<file path="config.mk">
export PLATFORM = sky130hd
export DESIGN_NAME = pattern_seq_detector_flat
export DESIGN_NICKNAME = d
export VERILOG_FILES = /design/src/rtl/pattern_seq_detector_pkg.sv /design/src/rtl/pattern_seq_detector_if.sv /design/src/rtl/pattern_seq_detector_sat_counter.sv /design/src/rtl/pattern_seq_detector.sv /design/src/flat_wrapper.sv
export SDC_FILE = /design/constraint.sdc
export NUM_CORES = 1
export LEC_CHECK = 0
export CAP_MARGIN = 20
export CORE_ASPECT_RATIO = 1.25
export CORE_MARGIN = 5
export CORE_UTILIZATION = 25
export DETAILED_ROUTE_END_ITERATION = 10
export GPL_ROUTABILITY_DRIVEN = 0
export GPL_TIMING_DRIVEN = 0
export PLACE_DENSITY = 0.47
export SYNTH_ARGS = -nofsm -noshare
export SYNTH_HDL_FRONTEND = slang
export SYNTH_HIERARCHICAL = 1
export SYNTH_SLANG_ARGS = --single-unit
</file>
<file path="constraint.sdc">
create_clock -name clk -period 2 [get_ports clk]
set_input_delay 0.3 -clock clk [delete_from_list [all_inputs] [get_ports clk]]
set_output_delay 0.3 -clock clk [all_outputs]
set_load 0.03 [all_outputs]
</file>
<file path="src/rtl/pattern_seq_detector_pkg.sv">
// Shared constants for the serial pattern detector.
// Default geometry and overlap-mode encodings.
package pattern_det_pkg;

   localparam int         DEF_PAT_LEN = 3;
   localparam logic [2:0] DEF_PATTERN = 3'b111;
   localparam int         DEF_CNT_W   = 8;

   localparam bit OVL_OFF = 1'b0;
   localparam bit OVL_ON  = 1'b1;

endpackage

</file>
<file path="src/rtl/pattern_seq_detector_if.sv">
// Stream, config and status bundle of the detector.
// master drives the stream; slave is the detector.
interface pattern_seq_detector_if #(
   parameter int PAT_LEN = 3,
   parameter int CNT_W   = 8
);

   logic               en;
   logic               din;
   logic               clr;
   logic               cfg_load;
   logic [PAT_LEN-1:0] cfg_pattern;
   logic               cfg_overlap;
   logic               match;
   logic [CNT_W-1:0]   match_cnt;
   logic               cnt_sat;

   modport master (
      output en, din, clr, cfg_load,
      output cfg_pattern, cfg_overlap,
      input  match, match_cnt, cnt_sat
   );

   modport slave (
      input  en, din, clr, cfg_load,
      input  cfg_pattern, cfg_overlap,
      output match, match_cnt, cnt_sat
   );

endinterface

</file>
<file path="src/rtl/pattern_seq_detector_sat_counter.sv">
// Saturating up-counter with synchronous clear.
// sat flags the all-ones value; clr wins over inc.
module sat_counter #(
   parameter int W = 8
) (
   input  logic         clk,
   input  logic         rst_n,
   input  logic         inc,
   input  logic         clr,
   output logic [W-1:0] cnt,
   output logic         sat
);

   logic [W-1:0] cnt_q;

   // count up on inc, stick at all-ones
   always_ff @(posedge clk or negedge rst_n) begin
      if (!rst_n)
         cnt_q <= '0;
      else if (clr)
         cnt_q <= '0;
      else if (inc && !(&cnt_q))
         cnt_q <= cnt_q + 1'b1;
   end

   assign cnt = cnt_q;
   assign sat = &cnt_q;

endmodule

</file>
<file path="src/rtl/pattern_seq_detector.sv">
// Configurable serial bit-pattern detector.
// Registered match pulse plus saturating match count.
module pattern_seq_detector
   import pattern_det_pkg::*;
#(
   parameter int                 PAT_LEN = DEF_PAT_LEN,
   parameter logic [PAT_LEN-1:0] PATTERN = PAT_LEN'(DEF_PATTERN),
   parameter bit                 OVERLAP = OVL_OFF,
   parameter int                 CNT_W   = DEF_CNT_W
) (
   input logic                    clk,
   input logic                    rst_n,
   pattern_seq_detector_if.slave  bus
);

   localparam int FW = $clog2(PAT_LEN + 1);
   localparam logic [FW-1:0] FULL = FW'(PAT_LEN);

   logic [PAT_LEN-1:0] pat_q;
   logic               ovl_q;
   logic [PAT_LEN-1:0] hist;
   logic [FW-1:0]      fill;
   logic               match_q;

   logic [PAT_LEN-1:0] nh;
   logic [FW-1:0]      nf;
   logic               flush;
   logic               hit;
   logic [CNT_W-1:0]   cnt;
   logic               sat;

   // candidate history/fill and hit detection for an accepted bit
   always_comb begin
      nh    = {hist[PAT_LEN-2:0], bus.din};
      nf    = (fill == FULL) ? fill : fill + 1'b1;
      flush = bus.clr || bus.cfg_load;
      hit   = bus.en && !flush && (nf == FULL) && (nh == pat_q);
   end

   // pattern and overlap configuration registers
   always_ff @(posedge clk or negedge rst_n) begin
      if (!rst_n) begin
         pat_q <= PATTERN;
         ovl_q <= OVERLAP;
      end else if (bus.cfg_load) begin
         pat_q <= bus.cfg_pattern;
         ovl_q <= bus.cfg_overlap;
      end
   end

   // shift history, fill level and registered match pulse
   always_ff @(posedge clk or negedge rst_n) begin
      if (!rst_n) begin
         hist    <= '0;
         fill    <= '0;
         match_q <= 1'b0;
      end else if (flush) begin
         hist    <= '0;
         fill    <= '0;
         match_q <= 1'b0;
      end else if (bus.en) begin
         hist    <= nh;
         fill    <= (hit && ovl_q == OVL_OFF) ? '0 : nf;
         match_q <= hit;
      end else begin
         match_q <= 1'b0;
      end
   end

   sat_counter #(
      .W (CNT_W)
   ) u_cnt (
      .clk   (clk),
      .rst_n (rst_n),
      .inc   (hit),
      .clr   (bus.clr),
      .cnt   (cnt),
      .sat   (sat)
   );

   assign bus.match     = match_q;
   assign bus.match_cnt = cnt;
   assign bus.cnt_sat   = sat;

endmodule
</file>
<file path="src/flat_wrapper.sv">
// flat-port wrapper written by rule: the top's interface ports become plain ports
module pattern_seq_detector_flat import pattern_det_pkg::*;
#(
   parameter int                 PAT_LEN = DEF_PAT_LEN,
   parameter logic [PAT_LEN-1:0] PATTERN = PAT_LEN'(DEF_PATTERN),
   parameter bit                 OVERLAP = OVL_OFF,
   parameter int                 CNT_W   = DEF_CNT_W
)
  (clk, rst_n, bus_en, bus_din, bus_clr, bus_cfg_load, bus_cfg_pattern, bus_cfg_overlap, bus_match, bus_match_cnt, bus_cnt_sat);
  pattern_seq_detector_if #(.PAT_LEN(PAT_LEN), .CNT_W(CNT_W)) bus_i ();
  input logic clk;
  input logic rst_n;
  input wire logic [$bits(bus_i.en)-1:0] bus_en;
  input wire logic [$bits(bus_i.din)-1:0] bus_din;
  input wire logic [$bits(bus_i.clr)-1:0] bus_clr;
  input wire logic [$bits(bus_i.cfg_load)-1:0] bus_cfg_load;
  input wire logic [$bits(bus_i.cfg_pattern)-1:0] bus_cfg_pattern;
  input wire logic [$bits(bus_i.cfg_overlap)-1:0] bus_cfg_overlap;
  output wire logic [$bits(bus_i.match)-1:0] bus_match;
  output wire logic [$bits(bus_i.match_cnt)-1:0] bus_match_cnt;
  output wire logic [$bits(bus_i.cnt_sat)-1:0] bus_cnt_sat;
  assign bus_i.en = bus_en;
  assign bus_i.din = bus_din;
  assign bus_i.clr = bus_clr;
  assign bus_i.cfg_load = bus_cfg_load;
  assign bus_i.cfg_pattern = bus_cfg_pattern;
  assign bus_i.cfg_overlap = bus_cfg_overlap;
  assign bus_match = bus_i.match;
  assign bus_match_cnt = bus_i.match_cnt;
  assign bus_cnt_sat = bus_i.cnt_sat;
  pattern_seq_detector #(.PAT_LEN(PAT_LEN), .PATTERN(PATTERN), .OVERLAP(OVERLAP), .CNT_W(CNT_W)) u_core (.clk(clk), .rst_n(rst_n), .bus(bus_i));
endmodule
</file>
==> results.py, run 1 <==
metrics = {
    "timing": {
        "fin_skew_ns": 0.00392,
        "fin_ws_ns": 0.0960,
        "fmax_mhz": 525,
        "period_share_pct": 95.2,
        "setup_viol": 0,
        "tns_ns": 0,
        "max-slew-margin-rel_pct": 45.8,
        "whs_ns": 0.367,
        "tightest_slew_ns": 0.810,
        "drv_slew": 0,
        "finalHoldViolCount": 0,
        "rsz0062_at_grt": "false",
        "fin_crit_ns": 1.90,
    },
    "worst_hold_path": {
        "hp-class": "input pin to flip-flop",
        "worstHoldPathCells": 3,
        "hold_end": "u_core/fill[0]",
        "min_from": "bus_en",
    },
    "worst_setup_path": {
        "required_ns": 1.70,
        "crit_fanout": 6,
        "endpoint_kind": "output pin",
        "cp-start-kind": "flip-flop",
        "r2r_slack_ns": 0.17,
        "path_class": "flip-flop to output pin",
        "cp_data_arrival_time_ns": 1.60,
        "reg2reg_to": "u_core/u_cnt/cnt[7]",
        "r2r-start": "u_core/pat_q[0]",
        "rr_worst_depth": 6,
    },
    "flow_run": {
        "max_cap_violations": 0,
    },
    "finish": {
        "area_delta_synth_final_pct": 33.9,
        "drive_gt1_share_pct": 21.7,
        "nets": 118,
        "fill_cells": 364,
        "antennaDiodeCount": 0,
        "design_area_sq_um": 1210,
    },
    "cts": {
        "path_clk_slew_ns": 0.07,
        "hold_buffers": 0,
        "cts.sink_count": 17,
        "cts_tree": "built",
        "clock-root-buffer": "clkbuf_8",
        "cts_made_buffers": 3,
        "clk_latency_ns": 0.25,
        "cts_max_level": 1,
        "ctsLongestPathBuffers": 2,
    },
    "placed_design": {
        "dpl-instance-area_sq_um": 1130,
        "port_buffers": 18,
        "dp.final_hpwl_mm": 1.45,
        "dpl_worst_slack_ns": -0.210,
    },
    "synth": {
        "ys.flop_type": "dfrtp_1",
        "synth_area_per_cell_sq_um": 11.2,
        "yosysTopAreaCellShare_pct": 38.7,
        "ys_top_cells_by_count": "dfrtp_1, a21oi_1, mux2_1, nand2b_1, nor2_1",
        "postSynthCellCount": 81,
        "ys_seq_area_share_pct": 47.4,
        "yosysMostFrequentCell": "dfrtp_1",
        "synth_cell_types": 36,
        "async_flop_share_pct": 100,
        "synth-edff-count": 0,
        "syn-num-nets": 92,
        "yosys_warnings": 6,
        "yosysTopAreaCell": "dfrtp_1",
        "ys_ff_latch": 17,
        "syn_area_sq_um": 905,
        "yosys-top-cells-area": "dfrtp_1, dfstp_2, mux2_1",
    },
    "floorplan": {
        "dieArea_sq_um": 4930,
        "die_h_um": 77.3,
        "ios": 20,
        "initial_core_util_pct": 26.0,
        "rows": 24,
        "dieWidth_um": 63.8,
        "core_sq_um": 3480,
    },
    "global_route": {
        "overflow": 0,
        "grtUsageMet2_pct": 13.6,
        "grt_max_degree": 18,
        "grt_use_total_pct": 8.49,
        "use_met3_pct": 3.22,
        "grt_pass1_vias": 744,
        "grt_busiest_layer": "met2",
        "grt_antenna_before_repair": 0,
        "grt_pass1_wl_mm": 3.40,
        "use_met1_pct": 10.2,
    },
    "routing": {
        "drtPass1Iterations": 4,
        "route.detailed.drc": 0,
        "routed_wl_mm": 1.93,
        "via_per_inst": 4.99,
        "drt_first_iter_violations": 39,
        "antenna_left": 0,
        "vias": 723,
        "wl_per_cell_um": 13.3,
    },
    "status": {
        "run_status": "completed",
    },
    "power_and_ir_drop": {
        "total_power_uw": 682,
        "ir_drop_v": 0.000334,
        "p_leak_uw": 0.000496,
        "pwr_density_cell_nw_per_um2": 563,
    },
}
registers in the layout, summed over array words and instances (netlist names):
register / flops
u_core/pat_q: 3
u_core/u_cnt/cnt: 8
u_core/fill: 2
u_core/hist: 2
u_core/ovl_q: 1
u_core/bus.match: 1
layout make-up:
cell class	instances	area [sq um]	area share, %
clock buffers	4	45.0	3.72
well taps	39	48.8	4.03
inverters	3	11.3	0.930
multi-input cells	58	448	37.0
repair buffers	21	204	16.8
flip-flops and latches	17	430	35.5
plain buffers	3	23.8	1.96
worst max-delay path, cell delays in order (launching register included):
cell and delay [ns]:
dfrtp_2 0.41, ha_2 0.22, and4_4 0.27, nand2_1 0.10, inv_1 0.07, clkdlybuf4s15_2 0.29
layer usage:
layer / vias to the layer above / part of all wire [%]
met5: - / 0
met4: 0 / 0.62
met3: 2 / 7.1
met2: 22 / 50
met1: 347 / 43
li1: 352 / -
worst max path at each step:
stage	from	end	slack (ns)	cells past startpoint
2_1_floorplan	u_core/pat_q[2]	u_core/u_cnt/cnt[0]	0.20	5
3_3_place_gp	bus_din	u_core/u_cnt/cnt[0]	-0.23	6
3_5_place_dp	bus_din	u_core/u_cnt/cnt[0]	-0.21	6
4_1_cts	u_core/u_cnt/cnt[0]	bus_cnt_sat	0.02	5
5_1_grt	u_core/u_cnt/cnt[0]	bus_cnt_sat	0.02	5
6_report	u_core/u_cnt/cnt[0]	bus_cnt_sat	0.1	5
power breakdown:
group          switching, uW  internal, uW  leakage [uW]
Sequential              6.98           359      0.000222
Combinational           28.9          33.4      0.000251
Clock                    112           141     0.0000228
cell families (layout without fill, tap and decap cells):
| group | after synthesis | after routing | synth area share [%] |
|---|---|---|---|
| and+or+nand+nor | 30 | 30 | 22.3 |
| DFF | 17 | 17 | 47.4 |
| muxes | 8 | 8 | 9.96 |
| AOI/OAI and AO/OA | 16 | 16 | 12.2 |
| xor gates and xnor gates | 3 | 3 | 2.91 |
| buffers and inverters | 6 | 31 | 3.87 |
| adders and majority gates | 1 | 1 | 1.38 |
metrics by stage:
| step | instances | util (%) |
|---|---|---|
| floorplan | 81 | - |
| global placement | 138 | 32.5 |
| detailed placement | 138 | 32.5 |
| CTS | 142 | 33.9 |
| global route | 145 | 34.8 |
| finish | 145 | 34.8 |
cells in the final DEF (no fill, tap or decap), types with 2 or more instances in the layout:
master	instances
clkdlybuf4s50_1	17
dfrtp_1	13
a21oi_1	6
buf_4	4
nor2_1	4
mux2_1	4
nand2b_1	4
clkbuf_8	3
xor2_1	3
inv_1	3
a31oi_1	3
a211oi_1	3
mux2i_1	3
dfstp_2	3
nand4_1	3
and3_4	2
nor4_1	2
nand2_1	2
nor3_1	2
what timing repair did:
action                                  4_1_cts  5_1_grt
gates resized for setup                       3        4
endpoints found under the setup margin        1        6
buffers inserted                              0        3
pin swaps                                     0        1
No activity file was read; power rests on OpenSTA's default activity.
==> run 2: changes to the inputs <==
--- a/config.mk
+++ b/config.mk
@@ -6,13 +6,15 @@
 export NUM_CORES = 1
 export LEC_CHECK = 0
 export CAP_MARGIN = 20
+export CELL_PAD_IN_SITES_DETAIL_PLACEMENT = 0
+export CELL_PAD_IN_SITES_GLOBAL_PLACEMENT = 1
 export CORE_ASPECT_RATIO = 1.25
 export CORE_MARGIN = 5
 export CORE_UTILIZATION = 25
 export DETAILED_ROUTE_END_ITERATION = 10
 export GPL_ROUTABILITY_DRIVEN = 0
 export GPL_TIMING_DRIVEN = 0
-export PLACE_DENSITY = 0.47
+export PLACE_DENSITY = 0.57
 export SYNTH_ARGS = -nofsm -noshare
 export SYNTH_HDL_FRONTEND = slang
 export SYNTH_HIERARCHICAL = 1
==> run 2 against run 1 <==
  * Cell area down 0.83%
  * Non-clock buffer count stayed put
  * Clock power up 2%
  * Sequential power barely moved
  * Die area stayed put
  * Setup slack gained 0.014 ns
  * Total power is 0.91% higher
  * Critical path type is now input pin to flip-flop
  * Critical endpoint is now u_core/u_cnt/cnt[0]
  * Largest cell class unchanged
  * Largest power group unchanged
  * Highest routed layer unchanged
==> results.py, run 2 (same netlist as run 1, synthesis figures left out) <==
metrics = {
    "status": {
        "run_status": "completed",
    },
    "power_and_ir_drop": {
        "ir_drop_v": 0.000248,
        "p_clk_share_pct": 37.7,
        "total_power_uw": 688,
        "p_int_uw": 533,
        "pwr-share-comb_pct": 9.1,
        "p_leak_uw": 0.000499,
        "p_sw_share_pct": 22.5,
        "pwr_density_cell_nw_per_um2": 573,
        "p_sw_uw": 154,
        "seqPwrFrac_pct": 53.2,
    },
    "flow_run": {
        "max_cap_violations": 0,
    },
    "worst_setup_path": {
        "path_cells": "clkdlybuf4s50_1, xor2_1, nor4b_2, and3_2, a21boi_4, mux2_4",
        "cp_data_arrival_time_ns": 2.03,
        "cp-start-kind": "input pin",
        "r2r_slack_ns": 0.16,
        "endpoint_kind": "flip-flop",
        "crit_fanout": 6,
        "reg2reg_to": "u_core/u_cnt/cnt[0]",
        "cpPeakStageDelay_ns": 0.44,
        "rr_worst_depth": 5,
        "r2r-start": "u_core/pat_q[0]",
        "required_ns": 2.14,
        "path_class": "input pin to flip-flop",
        "slowest_stage": "clkdlybuf4s50_1",
    },
    "finish": {
        "final_common_cell": "clkdlybuf4s50_1",
        "area_delta_synth_final_pct": 32.8,
        "drive_gt1_share_pct": 21.7,
        "antennaDiodeCount": 0,
        "largest_reg_flops": 8,
        "fill_cells": 378,
        "nets": 118,
        "final_cell_mix": "clkdlybuf4s50_1, dfrtp_1, a21oi_1",
        "final_util_pct": 34.5,
    },
    "placed_design": {
        "port_buffers": 18,
        "dpl_worst_slack_ns": -0.236,
    },
    "cts": {
        "cts_max_level": 1,
        "hold_buffers": 0,
        "ctsLongestPathBuffers": 2,
        "path_clk_slew_ns": 0.07,
        "cts_made_buffers": 3,
        "cts_tree": "built",
        "clk_latency_ns": 0.25,
        "clock-root-buffer": "clkbuf_8",
        "cts.sink_count": 17,
    },
    "routing": {
        "antenna_left": 0,
        "vias": 716,
        "route.detailed.drc": 0,
        "drt_first_iter_violations": 18,
        "drtPass1Iterations": 4,
        "wl_per_cell_um": 13.7,
        "routed_wl_mm": 1.98,
        "via_per_inst": 4.94,
    },
    "global_route": {
        "grt_pass1_vias": 746,
        "overflow": 0,
        "grt_pass1_wl_mm": 3.52,
        "grt_max_degree": 18,
        "grt_use_total_pct": 8.84,
        "grt_antenna_before_repair": 0,
    },
    "floorplan": {
        "core_sq_um": 3480,
        "rows": 24,
        "dieArea_sq_um": 4930,
        "ios": 20,
        "die_h_um": 77.3,
        "dieWidth_um": 63.8,
        "initial_core_util_pct": 26.0,
    },
    "timing": {
        "fmax_mhz": 529,
        "rsz0062_at_grt": "false",
        "setup_viol": 0,
        "period_share_pct": 94.5,
        "drv_slew": 0,
        "whs_ns": 0.374,
        "finalHoldViolCount": 0,
        "fin_skew_ns": 0.00266,
        "fin_crit_ns": 1.89,
        "max-slew-margin-rel_pct": 47.0,
        "tightest_slew_ns": 0.793,
        "fin_ws_ns": 0.110,
    },
    "worst_hold_path": {
        "hp-class": "input pin to flip-flop",
        "min_from": "bus_en",
        "hold_end": "u_core/fill[0]",
        "worstHoldPathCells": 3,
    },
}
==> run 2: cell count changes in the layout (fill, tap and decap cells not counted) <==
cell / before / now
and3_4: 2 / 1
and3_2: 1 / 2
clkdlybuf4s15_2: 1 / 0
buf_2: 1 / 2
==> run 2: worst max-delay path, delay by kind of cell <==
| family | cells | cell delay [ns] |
|---|---|---|
| xor+xnor | 1 | 0.17 |
| compound gates | 1 | 0.22 |
| simple gates | 2 | 0.58 |
| buf+inv | 1 | 0.44 |
| mux | 1 | 0.31 |
==> run 2: stage by stage <==
| step | cells | setup TNS, ns | instance area (sq um) |
|---|---|---|---|
| finish | 145 | 0 | 1200 |
| global route | 145 | 0 | 1200 |
| CTS | 142 | 0 | 1180 |
| detailed placement | 138 | -1.34 | 1130 |
| global placement | 138 | -1.14 | 1130 |
| floorplan | 81 | 0 | 905 |
==> run 2: worst max path at each step <==
| stage | slack, ns | to | cells past startpoint | from |
|---|---|---|---|---|
| 3_3_place_gp | -0.21 | u_core/u_cnt/cnt[0] | 6 | bus_din |
| 3_5_place_dp | -0.24 | u_core/u_cnt/cnt[5] | 7 | bus_din |
| 4_1_cts | 0.005 | bus_cnt_sat | 5 | u_core/u_cnt/cnt[0] |
| 6_report | 0.11 | u_core/u_cnt/cnt[0] | 6 | bus_din |
| 5_1_grt | 0.005 | u_core/u_cnt/cnt[5] | 7 | bus_din |
| 2_1_floorplan | 0.20 | u_core/u_cnt/cnt[0] | 5 | u_core/pat_q[2] |
==> run 2: timing repair <==
action,in CTS,in global routing
endpoints found under the hold margin,0,0
setup endpoints to repair,3,7
resized for setup,4,4
pin swaps,0,1
setup buffers,0,3
==> run 2: layout make-up <==
type / instances / area [sq um] / area share (%)
multi-input cells: 58 / 444 / 37.0
flip-flops and latches: 17 / 430 / 35.8
repair buffers: 21 / 198 / 16.5
well taps: 39 / 48.8 / 4.06
clock buffers: 4 / 45.0 / 3.75
plain buffers: 3 / 23.8 / 1.98
inverters: 3 / 11.3 / 0.938
==> run 2: power groups by stage <==
| stage | Sequential, uW | Combinational, uW | Clock (uW) |
|---|---|---|---|
| 5_1_grt | 368 | 71.2 | 293 |
| 4_1_cts | 366 | 63.4 | 275 |
| 2_1_floorplan | 370 | 31.8 | 0 |
| 3_3_place_gp | 372 | 62.6 | 0 |
| 6_report | 366 | 62.9 | 259 |
| 3_5_place_dp | 372 | 63.2 | 0 |
==> run 2: routing by layer <==
| metal | wire, um | global-route usage [%] | up-vias |
|---|---|---|---|
| met1 | 870 | 11.3 | 347 |
| met3 | 97 | 2.78 | 2 |
| met2 | 1000 | 13.6 | 16 |
| met4 | 12 | 3.53 | 0 |
| met5 | 0 | 0 | - |
| li1 | - | - | 351 |
==> run 3: changes to the inputs <==
--- a/config.mk
+++ b/config.mk
@@ -15,6 +15,7 @@
 export GPL_ROUTABILITY_DRIVEN = 0
 export GPL_TIMING_DRIVEN = 0
 export PLACE_DENSITY = 0.57
+export SLEW_MARGIN = 20
 export SYNTH_ARGS = -nofsm -noshare
 export SYNTH_HDL_FRONTEND = slang
 export SYNTH_HIERARCHICAL = 1
==> results of run 3 <==
No change in the layout: final DEF, timing and power equal those of run 2.
